### src/rtl/axi_master_arbiter_w.sv
// Two-master AXI write-path arbiter: holds a one-hot grant from AW through WLAST to B, round-robin on ties.
// Define AXI_ARB_FIXED_PRIO_EN to make master 0 win every tie instead of alternating.
module axi_master_arbiter_w #(
   parameter int LEN_BITS = 8
) (
   input  logic                ACLK,
   input  logic                ARESETn,
   input  logic                m0_AWVALID,
   input  logic                m1_AWVALID,
   input  logic                awvalid,
   input  logic                awready,
   input  logic [LEN_BITS-1:0] awlen,
   input  logic                wvalid,
   input  logic                wready,
   input  logic                wlast,
   input  logic                bvalid,
   input  logic                bready,
   output logic                m0_wgrnt,
   output logic                m1_wgrnt,
   output logic                wr_busy,
   output logic                wr_err
);

   typedef enum logic [1:0] {
      IDLE = 2'd0,
      DATA = 2'd1,
      RESP = 2'd2
   } state_t;

   localparam logic [LEN_BITS:0] CNT_ONE = {{LEN_BITS{1'b0}}, 1'b1};
   localparam logic [LEN_BITS:0] CNT_MAX = '1;

   state_t              state;
   logic                last_grnt;
   logic [LEN_BITS:0]   beat_cnt;
   logic [LEN_BITS-1:0] len_q;
   logic                aw_done;
   logic                w_done;

   logic                aw_hs;
   logic                w_hs;
   logic                aw_set;
   logic                w_set;
   logic                pick_m1;
   logic                b_hs;
   logic [LEN_BITS:0]   cnt_next;
   logic [LEN_BITS:0]   exp_beats;

   // Handshakes only count once per transaction; repeats after the flag is set are ignored.
   always_comb begin
      aw_hs     = awvalid & awready & ~aw_done;
      w_hs      = wvalid & wready & ~w_done;
      aw_set    = aw_done | aw_hs;
      w_set     = w_done | (w_hs & wlast);
      b_hs      = bvalid & bready;
      cnt_next  = beat_cnt;
      if (w_hs && (beat_cnt != CNT_MAX)) begin
         cnt_next = beat_cnt + CNT_ONE;
      end
      exp_beats = aw_done ? ({1'b0, len_q} + CNT_ONE) : ({1'b0, awlen} + CNT_ONE);
`ifdef AXI_ARB_FIXED_PRIO_EN
      pick_m1   = m1_AWVALID & ~m0_AWVALID;
`else
      pick_m1   = m1_AWVALID & (~m0_AWVALID | ~last_grnt);
`endif
   end

   always_ff @(posedge ACLK or negedge ARESETn) begin
      if (!ARESETn) begin
         state     <= IDLE;
         m0_wgrnt  <= 1'b0;
         m1_wgrnt  <= 1'b0;
         wr_busy   <= 1'b0;
         wr_err    <= 1'b0;
         last_grnt <= 1'b1;
         beat_cnt  <= '0;
         len_q     <= '0;
         aw_done   <= 1'b0;
         w_done    <= 1'b0;
      end else begin
         case (state)
            IDLE: begin
               if (m0_AWVALID || m1_AWVALID) begin
                  m0_wgrnt <= ~pick_m1;
                  m1_wgrnt <= pick_m1;
                  wr_busy  <= 1'b1;
                  state    <= DATA;
               end
            end
            DATA: begin
               beat_cnt <= cnt_next;
               if (aw_hs) begin
                  aw_done <= 1'b1;
                  len_q   <= awlen;
               end
               if (w_hs && wlast) begin
                  w_done <= 1'b1;
               end
               // The beat check must use this cycle's count and length, since either may land now.
               if (aw_set && w_set) begin
                  state <= RESP;
                  if (cnt_next != exp_beats) begin
                     wr_err <= 1'b1;
                  end
               end
            end
            RESP: begin
               if (b_hs) begin
                  last_grnt <= m1_wgrnt;
                  m0_wgrnt  <= 1'b0;
                  m1_wgrnt  <= 1'b0;
                  wr_busy   <= 1'b0;
                  beat_cnt  <= '0;
                  aw_done   <= 1'b0;
                  w_done    <= 1'b0;
                  state     <= IDLE;
               end
            end
            default: begin
               m0_wgrnt <= 1'b0;
               m1_wgrnt <= 1'b0;
               wr_busy  <= 1'b0;
               state    <= IDLE;
            end
         endcase
      end
   end

endmodule

### config.mk
export PLATFORM = sky130hd
export DESIGN_NAME = axi_master_arbiter_w
export DESIGN_NICKNAME = d
export VERILOG_FILES = /design/src/rtl/axi_master_arbiter_w.sv
export SDC_FILE = /design/constraint.sdc
export NUM_CORES = 1
export LEC_CHECK = 0
export CAP_MARGIN = 20
export CORE_MARGIN = 8
export CORE_UTILIZATION = 35
export CTS_CLUSTER_DIAMETER = 100
export DETAILED_ROUTE_END_ITERATION = 16
export PLACE_DENSITY = 0.64
export SYNTH_ARGS = -nofsm -noshare
export SYNTH_HDL_FRONTEND = slang
export SYNTH_SLANG_ARGS = --single-unit
### constraint.sdc
create_clock -name ACLK -period 3 [get_ports ACLK]
set_input_delay 0.3 -clock ACLK [delete_from_list [all_inputs] [get_ports ACLK]]
set_output_delay 0.3 -clock ACLK [all_outputs]
set_load 0.01 [all_outputs]
==> out/qor.csv <==
stage,metric,value,unit
clock_tree,clockRootBuffer,clkbuf_8,
critical_path,crit_slowest_cell,dfrtp_1,
logic_synthesis,ys_warn_count,0,
global_routing,grt_pass1_wl,6270,µm
critical_path,r2r_end,wr_err$_DFFE_PN0P_,
critical_path,cp_top_family,simple AND/OR/NAND/NOR gates,
detailed_routing,viasPerCell,5.38,
power_and_ir_drop,seq_power_share,0.349,
sta,tns,0,ps
sta,fin_skew,10.1,ps
sta,setup_viol,0,
place,dp.cells,244,
clock_tree,hold_buffers,0,
floorplan,pin_count,23,
place,gp_congestion,0.821,
logic_synthesis,synth_common_cells,"25 x dfrtp_1, 15 x nand2_1, 13 x o21ai_0, 13 x xnor2_1, 12 x nand3_1",
logic_synthesis,synth.most_common_cell,dfrtp_1,
sta,min_period,2740,ps
global_routing,antenna_found_initial,0,
detailed_routing,drt_first_pass_iters,4,
logic_synthesis,syn_inst,170,
logic_synthesis,synthTopCellsByArea,"dfrtp_1 37%, xnor2_1 6.8%, mux2_2 6.7%, mux2i_1 4.2%, o21ai_0 3.9%",
power_and_ir_drop,power_frac_comb,0.512,
flow_run,max_cap_violations,0,
clock_tree,cts.sinks,26,
critical_path,r2r_cells,9,
layout,drive_gt1_frac,0.124,
layout,area_delta_synth_final,20.2,%
critical_path,crit_buf_inv,0,
logic_synthesis,ys.flop_type,dfrtp_1,
sta,fmax,0.365,GHz
floorplan,fp.dieH,85.3,µm
logic_synthesis,avgSynthCellArea,9.89,µm²
power_and_ir_drop,vdd_drop_max,0.352,mV
logic_synthesis,syn_area,1680,µm²
clock_tree,postCtsSetupRepairBufs,0,
detailed_routing,vias,1334,
critical_path,worstPathMaxFanout,6,
layout,final_cells,248,
clock_tree,ctsResizeCount,0,
logic_synthesis,synth-seq-area-share,0.388,
power_and_ir_drop,leakage,0.000839,µW
logic_synthesis,synth_seq_cells,26,
clock_tree,clk_path_buf_depth,2,
sta,rsz0062_at_grt,false,
status,outcome,completed,
critical_path,startpoint,beat_cnt[4]$_DFFE_PN0P_,
logic_synthesis,synth_edf_count,0,
critical_path,endpoint_kind,register,
critical_path,arrival,2900,ps
critical_path,cpMostUsedCell,and4_1,
critical_path,timing.rr.start,beat_cnt[4]$_DFFE_PN0P_,
critical_path,rrSetupSlack,260,ps
floorplan,core,4690,µm²
global_routing,grt_pass1_vias,1330,
global_routing,grt_util_all_layers,0.107,
layout,n_fill_cell,474,
logic_synthesis,postSynth.asyncResetShare,1.00,
sta,maxSlewViolCount,0,
layout,nets,217,
logic_synthesis,synth_top_area_share,0.372,
sta,final_hold_viol_count,0,
critical_path,crit_cells,9,
power_and_ir_drop,pwr-share-clk,0.139,
critical_path,crit_path_end,wr_err$_DFFE_PN0P_,
global_routing,gr-total-overflow,0,
clock_tree,clk_pin_slew_worst_paths,100,ps
sta,worstMarginPinSlew,686,ps
layout,diodes,0,
detailed_routing,routed_wl,3700,µm
sta,timing.hold.ws,389,ps
logic_synthesis,yosys.cell_types.count,39,
power_and_ir_drop,p_sw,655,µW
critical_path,worstSetupPathType,reg -> reg,
critical_path,slowest_delay,450,ps
floorplan,die_w,85.3,µm
detailed_routing,drc,0,
detailed_routing,drt.antenna.violating_nets,0,
sta,max_slew_margin,0.540,
clock_tree,htreeDepth,1,
clock_tree,cts_tree,done,
critical_path,cp-start-kind,register,
floorplan,initial_core_util,0.358,
power_and_ir_drop,p_per_area,826,nW/µm²
place,io_buffers,22,
critical_path,cp_cell_sequence,and4_1 -> and4_1 -> ha_1 -> nor4bb_4 -> nand4_2 -> xor2_1 -> xnor3_1 -> nor2_1 -> a31oi_1,
critical_path,required,3160,ps
clock_tree,cts_inserted_buffers,3,
detailed_routing,wl_per_cell,14.9,µm
floorplan,die-area,7280,µm²
power_and_ir_drop,p_int,1010,µW
logic_synthesis,yosys.area.top_type,dfrtp_1,
hold_path,hp-class,in -> async,
global_routing,grt_max_degree,27,
logic_synthesis,synth_fp_nets,192,
sta,finalCritPeriodShare,0.914,
clock_tree,clk_latency,280,ps
floorplan,num_rows,25,
place,dpl.hpwl,2840,µm
detailed_routing,drt_iter0_markers,71,
power_and_ir_drop,sw_frac_of_total,0.392,
[power by group through the flow]
stage                     Sequential, µW  Combinational, µW  Clock [µW]
after global routing                 601                930         259
after CTS                            583                857         239
final                                583                855         232
after floorplan                      575                649           0
after detailed placement             591                852           0
after global placement               589                849           0
[per-stage QoR]
step	util	setup WS [ps]	power, µW	cell area, µm²
after detailed placement	0.419	272	1440	1970
after floorplan	-	535	1220	1680
after CTS	0.431	253	1680	2020
after global placement	0.419	291	1440	1970
final	0.431	259	1670	2020
after global routing	0.431	108	1790	2020
[layout make-up]
cell class                      count  area [µm²]  area share
Clock buffer                        4        55.1      0.0272
Sequential cell                    26         652       0.322
Inverter                            3        11.3     0.00557
Tap cell                           54        67.6      0.0334
Timing Repair Buffer               27         258       0.127
Multi-Input combinational cell    134         978       0.484
[registers in the layout, indices dropped and copies added (netlist names)]
| signal | count |
|---|---|
| last_grnt | 1 |
| wr_busy | 1 |
| wr_err | 1 |
| len_q | 8 |
| beat_cnt | 9 |
| state | 2 |
| m0_wgrnt | 1 |
| m1_wgrnt | 1 |
| aw_done | 1 |
| w_done | 1 |
[placed cells by master, fill, tap and decap left out, types with 4 or more instances in the layout]
master / Yosys / routed
nand2_1: 15 / 15
o31ai_1: 6 / 6
mux2_2: 10 / 10
buf_4: 1 / 5
o21ai_0: 13 / 13
nor2_1: 8 / 8
xnor2_1: 13 / 13
a32o_1: 4 / 4
a31oi_1: 5 / 5
a21oi_1: 5 / 5
clkdlybuf4s50_1: 0 / 22
dfrtp_1: 25 / 25
clkbuf_8: 0 / 4
mux2i_1: 7 / 7
xor2_1: 7 / 7
nand3_1: 12 / 12
[logic make-up after synthesis]
kind of cell               after synthesis  synth area share
xor gates and xnor gates                21             0.118
buffers and inverters                   10            0.0305
muxes                                   17             0.109
and+or+nand+nor                         53             0.176
adders and majority gates                3            0.0223
DFF                                     26             0.388
AOI/OAI and AO/OA                       40             0.157
[worst reg2reg max path: stages (launching register included)]
cell,delay (ps)
dfrtp_1,450
and4_1,260
and4_1,210
ha_1,210
nor4bb_4,450
nand4_2,150
xor2_1,250
xnor3_1,450
nor2_1,110
a31oi_1,80
[metal layers]
layer | global-route usage | wire [µm] | up-vias
li1 | - | - | 669
met1 | 0.138 | 1850 | 637
met2 | 0.162 | 1660 | 23
met3 | 0.0270 | 130 | 5
met4 | 0.0494 | 53 | 0
met5 | 0 | 0 | -
[worst min path at each step]
stage | from | to | slack [ps] | depth (start not counted)
3_3_place_gp | wr_busy$_DFFE_PN0P_ | wr_busy$_DFFE_PN0P_ | 470 | 2
5_1_grt | ARESETn | beat_cnt[6]$_DFFE_PN0P_ | 410 | 2
2_1_floorplan | ARESETn | aw_done$_DFFE_PN0P_ | 4 | 0
6_report | ARESETn | beat_cnt[6]$_DFFE_PN0P_ | 390 | 2
4_1_cts | ARESETn | beat_cnt[6]$_DFFE_PN0P_ | 400 | 2
3_5_place_dp | m0_wgrnt$_DFFE_PN0P_ | m0_wgrnt$_DFFE_PN0P_ | 490 | 1
Note: power is estimated with default switching activity, not from simulation.
